==> src/rtl/othello_turn_if.sv <==
// Handshake bundle between the Othello turn controller and its environment
// (player input, mobility scanner, legality/flip engine, grade engine).
interface othello_turn_if;
    localparam int unsigned COORD_W = 3;
    localparam int unsigned SCORE_W = 6;

    logic               i_start;
    logic               i_move_valid;
    logic [COORD_W-1:0] i_move_row;
    logic [COORD_W-1:0] i_move_col;
    logic               o_move_ready;
    logic               o_mob_start;
    logic               i_mob_done;
    logic               i_mob_any;
    logic               o_chk_start;
    logic [COORD_W-1:0] o_chk_row;
    logic [COORD_W-1:0] o_chk_col;
    logic               i_chk_done;
    logic               i_chk_legal;
    logic               o_grade_start;
    logic               i_grade_done;
    logic [SCORE_W-1:0] i_score_black;
    logic [SCORE_W-1:0] i_score_white;
    logic               o_player;
    logic               o_illegal;
    logic [SCORE_W-1:0] o_score_black;
    logic [SCORE_W-1:0] o_score_white;
    logic [1:0]         o_winner;
    logic               o_game_over;
    logic               o_error;

    // Environment side: drives requests/results, observes controller state
    modport master (
        output i_start, i_move_valid, i_move_row, i_move_col,
        output i_mob_done, i_mob_any, i_chk_done, i_chk_legal,
        output i_grade_done, i_score_black, i_score_white,
        input  o_move_ready, o_mob_start, o_chk_start, o_chk_row, o_chk_col,
        input  o_grade_start, o_player, o_illegal, o_score_black, o_score_white,
        input  o_winner, o_game_over, o_error
    );

    // Controller side
    modport slave (
        input  i_start, i_move_valid, i_move_row, i_move_col,
        input  i_mob_done, i_mob_any, i_chk_done, i_chk_legal,
        input  i_grade_done, i_score_black, i_score_white,
        output o_move_ready, o_mob_start, o_chk_start, o_chk_row, o_chk_col,
        output o_grade_start, o_player, o_illegal, o_score_black, o_score_white,
        output o_winner, o_game_over, o_error
    );
endinterface

==> src/rtl/othello_turn_ctrl.sv <==
// Othello game-flow controller: alternates turns, requests mobility scans,
// hands moves to the check/flip engine, detects passes and game end, then
// runs the grade engine and latches scores and winner.
module othello_turn_ctrl #(
    parameter bit          FIRST_PLAYER = 1'b1,
    parameter int unsigned TIMEOUT      = 1023
) (
    input  logic          i_clk,
    input  logic          i_rst_n,
    othello_turn_if.slave bus
);
    localparam int unsigned WD_W       = (TIMEOUT > 1) ? $clog2(TIMEOUT) : 1;
    localparam int unsigned MOVE_W     = 6;
    localparam int unsigned MOVES_FULL = 60;
    localparam logic [WD_W-1:0]   WD_LAST    = WD_W'(TIMEOUT - 1);
    localparam logic [MOVE_W-1:0] MOVES_LAST = MOVE_W'(MOVES_FULL - 1);
    localparam logic [MOVE_W-1:0] MOVES_MAX  = MOVE_W'(MOVES_FULL);
    localparam logic [1:0] WIN_NONE  = 2'b00;
    localparam logic [1:0] WIN_BLACK = 2'b01;
    localparam logic [1:0] WIN_WHITE = 2'b10;
    localparam logic [1:0] WIN_DRAW  = 2'b11;

    typedef enum logic [3:0] {
        S_IDLE, S_MOB, S_MOB_WAIT, S_WAIT_MOVE, S_CHK,
        S_CHK_WAIT, S_GRADE, S_GRADE_WAIT, S_OVER
    } state_t;

    state_t              state_q;
    logic                player_q;
    logic                pass_q;
    logic [MOVE_W-1:0]   move_cnt_q;
    logic [WD_W-1:0]     wd_q;
    logic [2:0]          chk_row_q;
    logic [2:0]          chk_col_q;
    logic                illegal_q;
    logic [5:0]          score_b_q;
    logic [5:0]          score_w_q;
    logic [1:0]          winner_q;
    logic                error_q;
    logic                wd_expire_c;

    // Watchdog fires on the TIMEOUT-th cycle spent in a wait state without done
    assign wd_expire_c = (wd_q == WD_LAST);

    // Game sequencer with all state and registered outputs
    always_ff @(posedge i_clk or negedge i_rst_n) begin
        if (!i_rst_n) begin
            state_q    <= S_IDLE;
            player_q   <= FIRST_PLAYER;
            pass_q     <= 1'b0;
            move_cnt_q <= '0;
            wd_q       <= '0;
            chk_row_q  <= '0;
            chk_col_q  <= '0;
            illegal_q  <= 1'b0;
            score_b_q  <= '0;
            score_w_q  <= '0;
            winner_q   <= WIN_NONE;
            error_q    <= 1'b0;
        end else begin
            illegal_q <= 1'b0;
            case (state_q)
                S_IDLE, S_OVER: begin
                    if (bus.i_start) begin
                        player_q   <= FIRST_PLAYER;
                        pass_q     <= 1'b0;
                        move_cnt_q <= '0;
                        score_b_q  <= '0;
                        score_w_q  <= '0;
                        winner_q   <= WIN_NONE;
                        error_q    <= 1'b0;
                        state_q    <= S_MOB;
                    end
                end
                S_MOB: begin
                    wd_q    <= '0;
                    state_q <= S_MOB_WAIT;
                end
                S_MOB_WAIT: begin
                    if (bus.i_mob_done) begin
                        if (bus.i_mob_any) begin
                            pass_q  <= 1'b0;
                            state_q <= S_WAIT_MOVE;
                        end else if (pass_q) begin
                            state_q <= S_GRADE;
                        end else begin
                            pass_q   <= 1'b1;
                            player_q <= ~player_q;
                            state_q  <= S_MOB;
                        end
                    end else if (wd_expire_c) begin
                        error_q <= 1'b1;
                        state_q <= S_IDLE;
                    end else begin
                        wd_q <= wd_q + WD_W'(1);
                    end
                end
                S_WAIT_MOVE: begin
                    if (bus.i_move_valid) begin
                        chk_row_q <= bus.i_move_row;
                        chk_col_q <= bus.i_move_col;
                        state_q   <= S_CHK;
                    end
                end
                S_CHK: begin
                    wd_q    <= '0;
                    state_q <= S_CHK_WAIT;
                end
                S_CHK_WAIT: begin
                    if (bus.i_chk_done) begin
                        if (bus.i_chk_legal) begin
                            if (move_cnt_q != MOVES_MAX) begin
                                move_cnt_q <= move_cnt_q + MOVE_W'(1);
                            end
                            player_q <= ~player_q;
                            state_q  <= (move_cnt_q == MOVES_LAST) ? S_GRADE : S_MOB;
                        end else begin
                            illegal_q <= 1'b1;
                            state_q   <= S_WAIT_MOVE;
                        end
                    end else if (wd_expire_c) begin
                        error_q <= 1'b1;
                        state_q <= S_IDLE;
                    end else begin
                        wd_q <= wd_q + WD_W'(1);
                    end
                end
                S_GRADE: begin
                    wd_q    <= '0;
                    state_q <= S_GRADE_WAIT;
                end
                S_GRADE_WAIT: begin
                    if (bus.i_grade_done) begin
                        score_b_q <= bus.i_score_black;
                        score_w_q <= bus.i_score_white;
                        if (bus.i_score_black > bus.i_score_white) begin
                            winner_q <= WIN_BLACK;
                        end else if (bus.i_score_white > bus.i_score_black) begin
                            winner_q <= WIN_WHITE;
                        end else begin
                            winner_q <= WIN_DRAW;
                        end
                        state_q <= S_OVER;
                    end else if (wd_expire_c) begin
                        error_q <= 1'b1;
                        state_q <= S_IDLE;
                    end else begin
                        wd_q <= wd_q + WD_W'(1);
                    end
                end
                default: state_q <= S_IDLE;
            endcase
        end
    end

    // Strobes and levels decoded from the registered state only
    assign bus.o_move_ready  = (state_q == S_WAIT_MOVE);
    assign bus.o_mob_start   = (state_q == S_MOB);
    assign bus.o_chk_start   = (state_q == S_CHK);
    assign bus.o_grade_start = (state_q == S_GRADE);
    assign bus.o_game_over   = (state_q == S_OVER);
    assign bus.o_chk_row     = chk_row_q;
    assign bus.o_chk_col     = chk_col_q;
    assign bus.o_player      = player_q;
    assign bus.o_illegal     = illegal_q;
    assign bus.o_score_black = score_b_q;
    assign bus.o_score_white = score_w_q;
    assign bus.o_winner      = winner_q;
    assign bus.o_error       = error_q;
endmodule

==> src/flat_wrapper.sv <==
// flat-port wrapper written by rule: the top's interface ports become plain ports
module othello_turn_ctrl_flat 
#(
    parameter bit          FIRST_PLAYER = 1'b1,
    parameter int unsigned TIMEOUT      = 1023
)
  (i_clk, i_rst_n, bus_i_start, bus_i_move_valid, bus_i_move_row, bus_i_move_col, bus_i_mob_done, bus_i_mob_any, bus_i_chk_done, bus_i_chk_legal, bus_i_grade_done, bus_i_score_black, bus_i_score_white, bus_o_move_ready, bus_o_mob_start, bus_o_chk_start, bus_o_chk_row, bus_o_chk_col, bus_o_grade_start, bus_o_player, bus_o_illegal, bus_o_score_black, bus_o_score_white, bus_o_winner, bus_o_game_over, bus_o_error);
  othello_turn_if bus_i ();
  input  logic i_clk;
  input  logic i_rst_n;
  input wire logic [$bits(bus_i.i_start)-1:0] bus_i_start;
  input wire logic [$bits(bus_i.i_move_valid)-1:0] bus_i_move_valid;
  input wire logic [$bits(bus_i.i_move_row)-1:0] bus_i_move_row;
  input wire logic [$bits(bus_i.i_move_col)-1:0] bus_i_move_col;
  input wire logic [$bits(bus_i.i_mob_done)-1:0] bus_i_mob_done;
  input wire logic [$bits(bus_i.i_mob_any)-1:0] bus_i_mob_any;
  input wire logic [$bits(bus_i.i_chk_done)-1:0] bus_i_chk_done;
  input wire logic [$bits(bus_i.i_chk_legal)-1:0] bus_i_chk_legal;
  input wire logic [$bits(bus_i.i_grade_done)-1:0] bus_i_grade_done;
  input wire logic [$bits(bus_i.i_score_black)-1:0] bus_i_score_black;
  input wire logic [$bits(bus_i.i_score_white)-1:0] bus_i_score_white;
  output wire logic [$bits(bus_i.o_move_ready)-1:0] bus_o_move_ready;
  output wire logic [$bits(bus_i.o_mob_start)-1:0] bus_o_mob_start;
  output wire logic [$bits(bus_i.o_chk_start)-1:0] bus_o_chk_start;
  output wire logic [$bits(bus_i.o_chk_row)-1:0] bus_o_chk_row;
  output wire logic [$bits(bus_i.o_chk_col)-1:0] bus_o_chk_col;
  output wire logic [$bits(bus_i.o_grade_start)-1:0] bus_o_grade_start;
  output wire logic [$bits(bus_i.o_player)-1:0] bus_o_player;
  output wire logic [$bits(bus_i.o_illegal)-1:0] bus_o_illegal;
  output wire logic [$bits(bus_i.o_score_black)-1:0] bus_o_score_black;
  output wire logic [$bits(bus_i.o_score_white)-1:0] bus_o_score_white;
  output wire logic [$bits(bus_i.o_winner)-1:0] bus_o_winner;
  output wire logic [$bits(bus_i.o_game_over)-1:0] bus_o_game_over;
  output wire logic [$bits(bus_i.o_error)-1:0] bus_o_error;
  assign bus_i.i_start = bus_i_start;
  assign bus_i.i_move_valid = bus_i_move_valid;
  assign bus_i.i_move_row = bus_i_move_row;
  assign bus_i.i_move_col = bus_i_move_col;
  assign bus_i.i_mob_done = bus_i_mob_done;
  assign bus_i.i_mob_any = bus_i_mob_any;
  assign bus_i.i_chk_done = bus_i_chk_done;
  assign bus_i.i_chk_legal = bus_i_chk_legal;
  assign bus_i.i_grade_done = bus_i_grade_done;
  assign bus_i.i_score_black = bus_i_score_black;
  assign bus_i.i_score_white = bus_i_score_white;
  assign bus_o_move_ready = bus_i.o_move_ready;
  assign bus_o_mob_start = bus_i.o_mob_start;
  assign bus_o_chk_start = bus_i.o_chk_start;
  assign bus_o_chk_row = bus_i.o_chk_row;
  assign bus_o_chk_col = bus_i.o_chk_col;
  assign bus_o_grade_start = bus_i.o_grade_start;
  assign bus_o_player = bus_i.o_player;
  assign bus_o_illegal = bus_i.o_illegal;
  assign bus_o_score_black = bus_i.o_score_black;
  assign bus_o_score_white = bus_i.o_score_white;
  assign bus_o_winner = bus_i.o_winner;
  assign bus_o_game_over = bus_i.o_game_over;
  assign bus_o_error = bus_i.o_error;
  othello_turn_ctrl #(.FIRST_PLAYER(FIRST_PLAYER), .TIMEOUT(TIMEOUT)) u_core (.i_clk(i_clk), .i_rst_n(i_rst_n), .bus(bus_i));
endmodule
==> config.mk <==
export PLATFORM = sky130hd
export DESIGN_NAME = othello_turn_ctrl_flat
export DESIGN_NICKNAME = d
export VERILOG_FILES = /design/src/rtl/othello_turn_if.sv /design/src/rtl/othello_turn_ctrl.sv /design/src/flat_wrapper.sv
export SDC_FILE = /design/constraint.sdc
export NUM_CORES = 1
export LEC_CHECK = 0
export ABC_AREA = 1
export BUFFER_PORTS_ARGS = -buffer_cell sky130_fd_sc_hd__buf_4
export CELL_PAD_IN_SITES_DETAIL_PLACEMENT = 0
export CELL_PAD_IN_SITES_GLOBAL_PLACEMENT = 1
export CORE_UTILIZATION = 43
export DETAILED_ROUTE_END_ITERATION = 8
export PLACE_DENSITY_LB_ADDON = 0.1
export SYNTH_ARGS = -nofsm -noshare
export SYNTH_HDL_FRONTEND = slang
export SYNTH_SLANG_ARGS = --single-unit
==> constraint.sdc <==
create_clock -name i_clk -period 3.1 [get_ports i_clk]
set_input_delay 0.465 -clock i_clk [delete_from_list [all_inputs] [get_ports i_clk]]
set_output_delay 0.465 -clock i_clk [all_outputs]
set_load 0.05 [all_outputs]
==> results.txt <==
Outcome - complete, no violations
Hold crit path type - input pin to asynchronous set/reset pin
Die Ht - 79.95 um
Root buffer cell - clkbuf_8
Worst vdd ir - 399.6 uV
Post-synthesis register bit count - 44
Max-cap violations - 0
Drt first-iter violations - 89
Die width - 79.95 um
Crit path DAT - 1.39 ns
CTS buffer count - 5
Post-detail-place hpwl - 4398 um
Setup slack, reg-to-reg - 1.37 ns
Initial antenna violation count - 0
Clk_skew - 0.004756 ns
GRT Total Usage - 19.91%
Dominant cell type by area after synthesis - dfrtp_1
Setup_tns - 0 ns
CTS tree - built
P_leak - 1.657 nW
Syn-to-layout area delta - 21.31%
Slew margin rel. - 61.17%
Clock Sinks - 44
IO Pins - 55
CTS max path bufs - 2
Ratio of cells with drive above 1 in the final layout - 27.48%
Achievable clock frequency - 538.4 MHz
Top FF cell, synth - dfrtp_1
Row cnt - 28
Synthesized cell area - 0.002613 mm^2
Final-layout fill cell count - 596
Mapped Cells - 335
Largest net degree at the start of global routing - 45
Initial Util - 44.39%
CP Capture Type - output port
CP max stage delay - 0.42 ns
Ys async rst share - 100.0%
Unrepaired setup endpoints after global routing - false
Nature of the critical path startpoint - flip-flop
Post-synth top cells - nand2_1, dfrtp_1, inv_1
Worst Path Required - 2.63 ns
Final min period - 1.857 ns
Final Instance Area - 0.003169 mm^2
Top cells by area, synth - dfrtp_1, nand2_1, nand3_1, inv_1, ha_1
Core footprint - 0.005886 mm^2
Most frequent cell after synthesis - nand2_1
Antenna cells - 0
Fin nets - 430
Vias per cell - 4.859
Die Area - 0.006391 mm^2
Post-route antenna net violation count - 0
Gp weighted congestion - 0.8030
Post-route DRC violation count - 0
Routed WL per cell - 12.54 um
FF-to-FF Start - u_core.wd_q[0]$_DFFE_PN0P_
CP Max Fanout - 4
Hold_buf cts - 0
First-pass GRT wire length - 9756 um
R2r worst-path depth - 11
Crit path cell chain - inv_2 > nand2_2 > nor3_2 > buf_4
Count of cell types in the netlist - 32
Slowest cell on the critical path - dfrtp_1
Worst skew pair latency - 0.30 ns
Sequential-to-total area share from yosys stat - 42.19%
Reg2reg end - u_core.wd_q[5]$_DFFE_PN0P_
Sequential cell area - 0.001102 mm^2
Postcts setup bufs - 0
Pins Over Slew Limit - 0
Dpl cell area - 0.003092 mm^2
Least-Margin Pin Slew - 0.5824 ns
Yosys Warn Count - 0
Final setup viols - 0
Critical path class - flip-flop to output port
Vias - 2274
Multi-input logic area - 0.001310 mm^2
Post-synth EDFFs - 0
Syn_area_per_cell - 7.799 um^2
H-tree Lvls - 2
Post-synth top area share - 41.19%
Syn nets - 372
Port Buffer Count - 54
Overall routed net length - 5868 um
Period utilization - 59.91%
Cts repair resizes - 0
Vias in the first global route - 2154
DR pass1 iterations - 6
Final hold viol count - 0
Grt ovf - 0
Clock transition at path regs - 0.08 ns
Power density cells - 815.1 mW/mm^2
## cell usage in the layout (no fill, tap or decap)
cell type,netlist,final
nor3_2,1,1
o21ai_1,7,7
or2_2,2,2
o21ai_2,4,4
nor2_1,24,24
o21a_1,1,1
nor2_2,2,2
o211ai_1,1,1
nor3_1,5,5
clkinv_2,0,1
dfrtp_1,43,43
nand4_1,5,5
a21oi_1,3,3
a21boi_0,1,1
ha_1,10,10
nand2_1,87,87
buf_4,0,55
inv_1,37,37
nor2_4,3,3
or2_1,1,1
mux2_2,6,6
xor2_1,8,8
nand2_2,15,15
clkbuf_8,0,5
nand3b_1,1,1
a21oi_2,1,1
nand2_4,1,1
inv_2,9,9
dfstp_2,1,1
o21ai_0,15,15
clkbuf_1,2,1
nand3_2,2,2
nand3_1,35,35
## logic make-up after synthesis
group / Yosys count / share of synthesized area (%)
buffers and inverters: 50 / 7.662
XOR/XNOR: 8 / 2.682
AND/OR/NAND/NOR: 184 / 32.76
flip-flops: 44 / 42.19
AO/OA/AOI/OAI: 33 / 7.327
adder cells (fa/ha/maj): 10 / 4.789
multiplexers: 6 / 2.586
## sequential cells by signal (all words and copies together), names as in the netlist, 2 cells and up
| name | cells |
|---|---|
| u_core.bus.o_chk_row | 3 |
| u_core.bus.o_winner | 2 |
| u_core.wd_q | 10 |
| u_core.state_q | 4 |
| u_core.bus.o_score_white | 6 |
| u_core.bus.o_chk_col | 3 |
| u_core.bus.o_score_black | 6 |
| u_core.move_cnt_q | 6 |
## worst max path at each step
stage / endpoint / cells past startpoint / startpoint / slack, ns
after floorplan: u_core.wd_q[7]$_DFFE_PN0P_ / 9 / u_core.state_q[2]$_DFFE_PN0P_ / 1.11
after global placement: u_core.wd_q[6]$_DFFE_PN0P_ / 10 / u_core.state_q[1]$_DFFE_PN0P_ / 1.43
after detailed placement: u_core.wd_q[5]$_DFFE_PN0P_ / 11 / u_core.wd_q[0]$_DFFE_PN0P_ / 1.39
after CTS: bus_o_mob_start / 4 / u_core.state_q[2]$_DFFE_PN0P_ / 1.23
after global routing: bus_o_game_over / 4 / u_core.state_q[1]$_DFFE_PN0P_ / 1.14
final: bus_o_mob_start / 4 / u_core.state_q[2]$_DFFE_PN0P_ / 1.24
## area by class of cell
class,count,area share (%)
Clock buffer,6,2.290
Tap cell,75,2.961
Sequential cell,44,34.78
Clock inverter,1,0.1579
Timing Repair Buffer,55,13.03
Multi-Input combinational cell,241,41.33
Inverter,46,5.448
## power by group
part           switching [W]  internal [W]
clock               0.000197      0.000154
combinational       0.000978      0.000420
sequential          0.000116      0.000718
total                0.00129       0.00129
## stage by stage
step,cells,utilization [%],setup WS (ns),hold slack [ns],power (W)
final,468,53.85,1.243,0.1598,0.002583
after global routing,468,53.85,1.136,0.2146,0.002761
after CTS,468,53.85,1.234,0.1827,0.002613
after detailed placement,461,52.53,1.394,0.4918,0.002252
after global placement,461,52.53,1.427,0.4721,0.002246
after floorplan,335,-,1.111,0.1694,0.001906
## critical path, delay by kind of cell (launching register included)
kind | cells | cell delay (ns)
buffers and inverters | 2 | 0.37
and+or+nand+nor | 2 | 0.31
DFF | 1 | 0.42
## layer usage
| metal | wire length, um | share of wire (%) | track usage [%] |
|---|---|---|---|
| met4 | 69 | 1.2 | 6.964 |
| met5 | 0 | 0 | 0 |
| met2 | 2792 | 48 | 32.99 |
| met1 | 2770 | 47 | 25.90 |
| met3 | 236 | 4.0 | 3.657 |
Power figures use the tool's default switching activity.
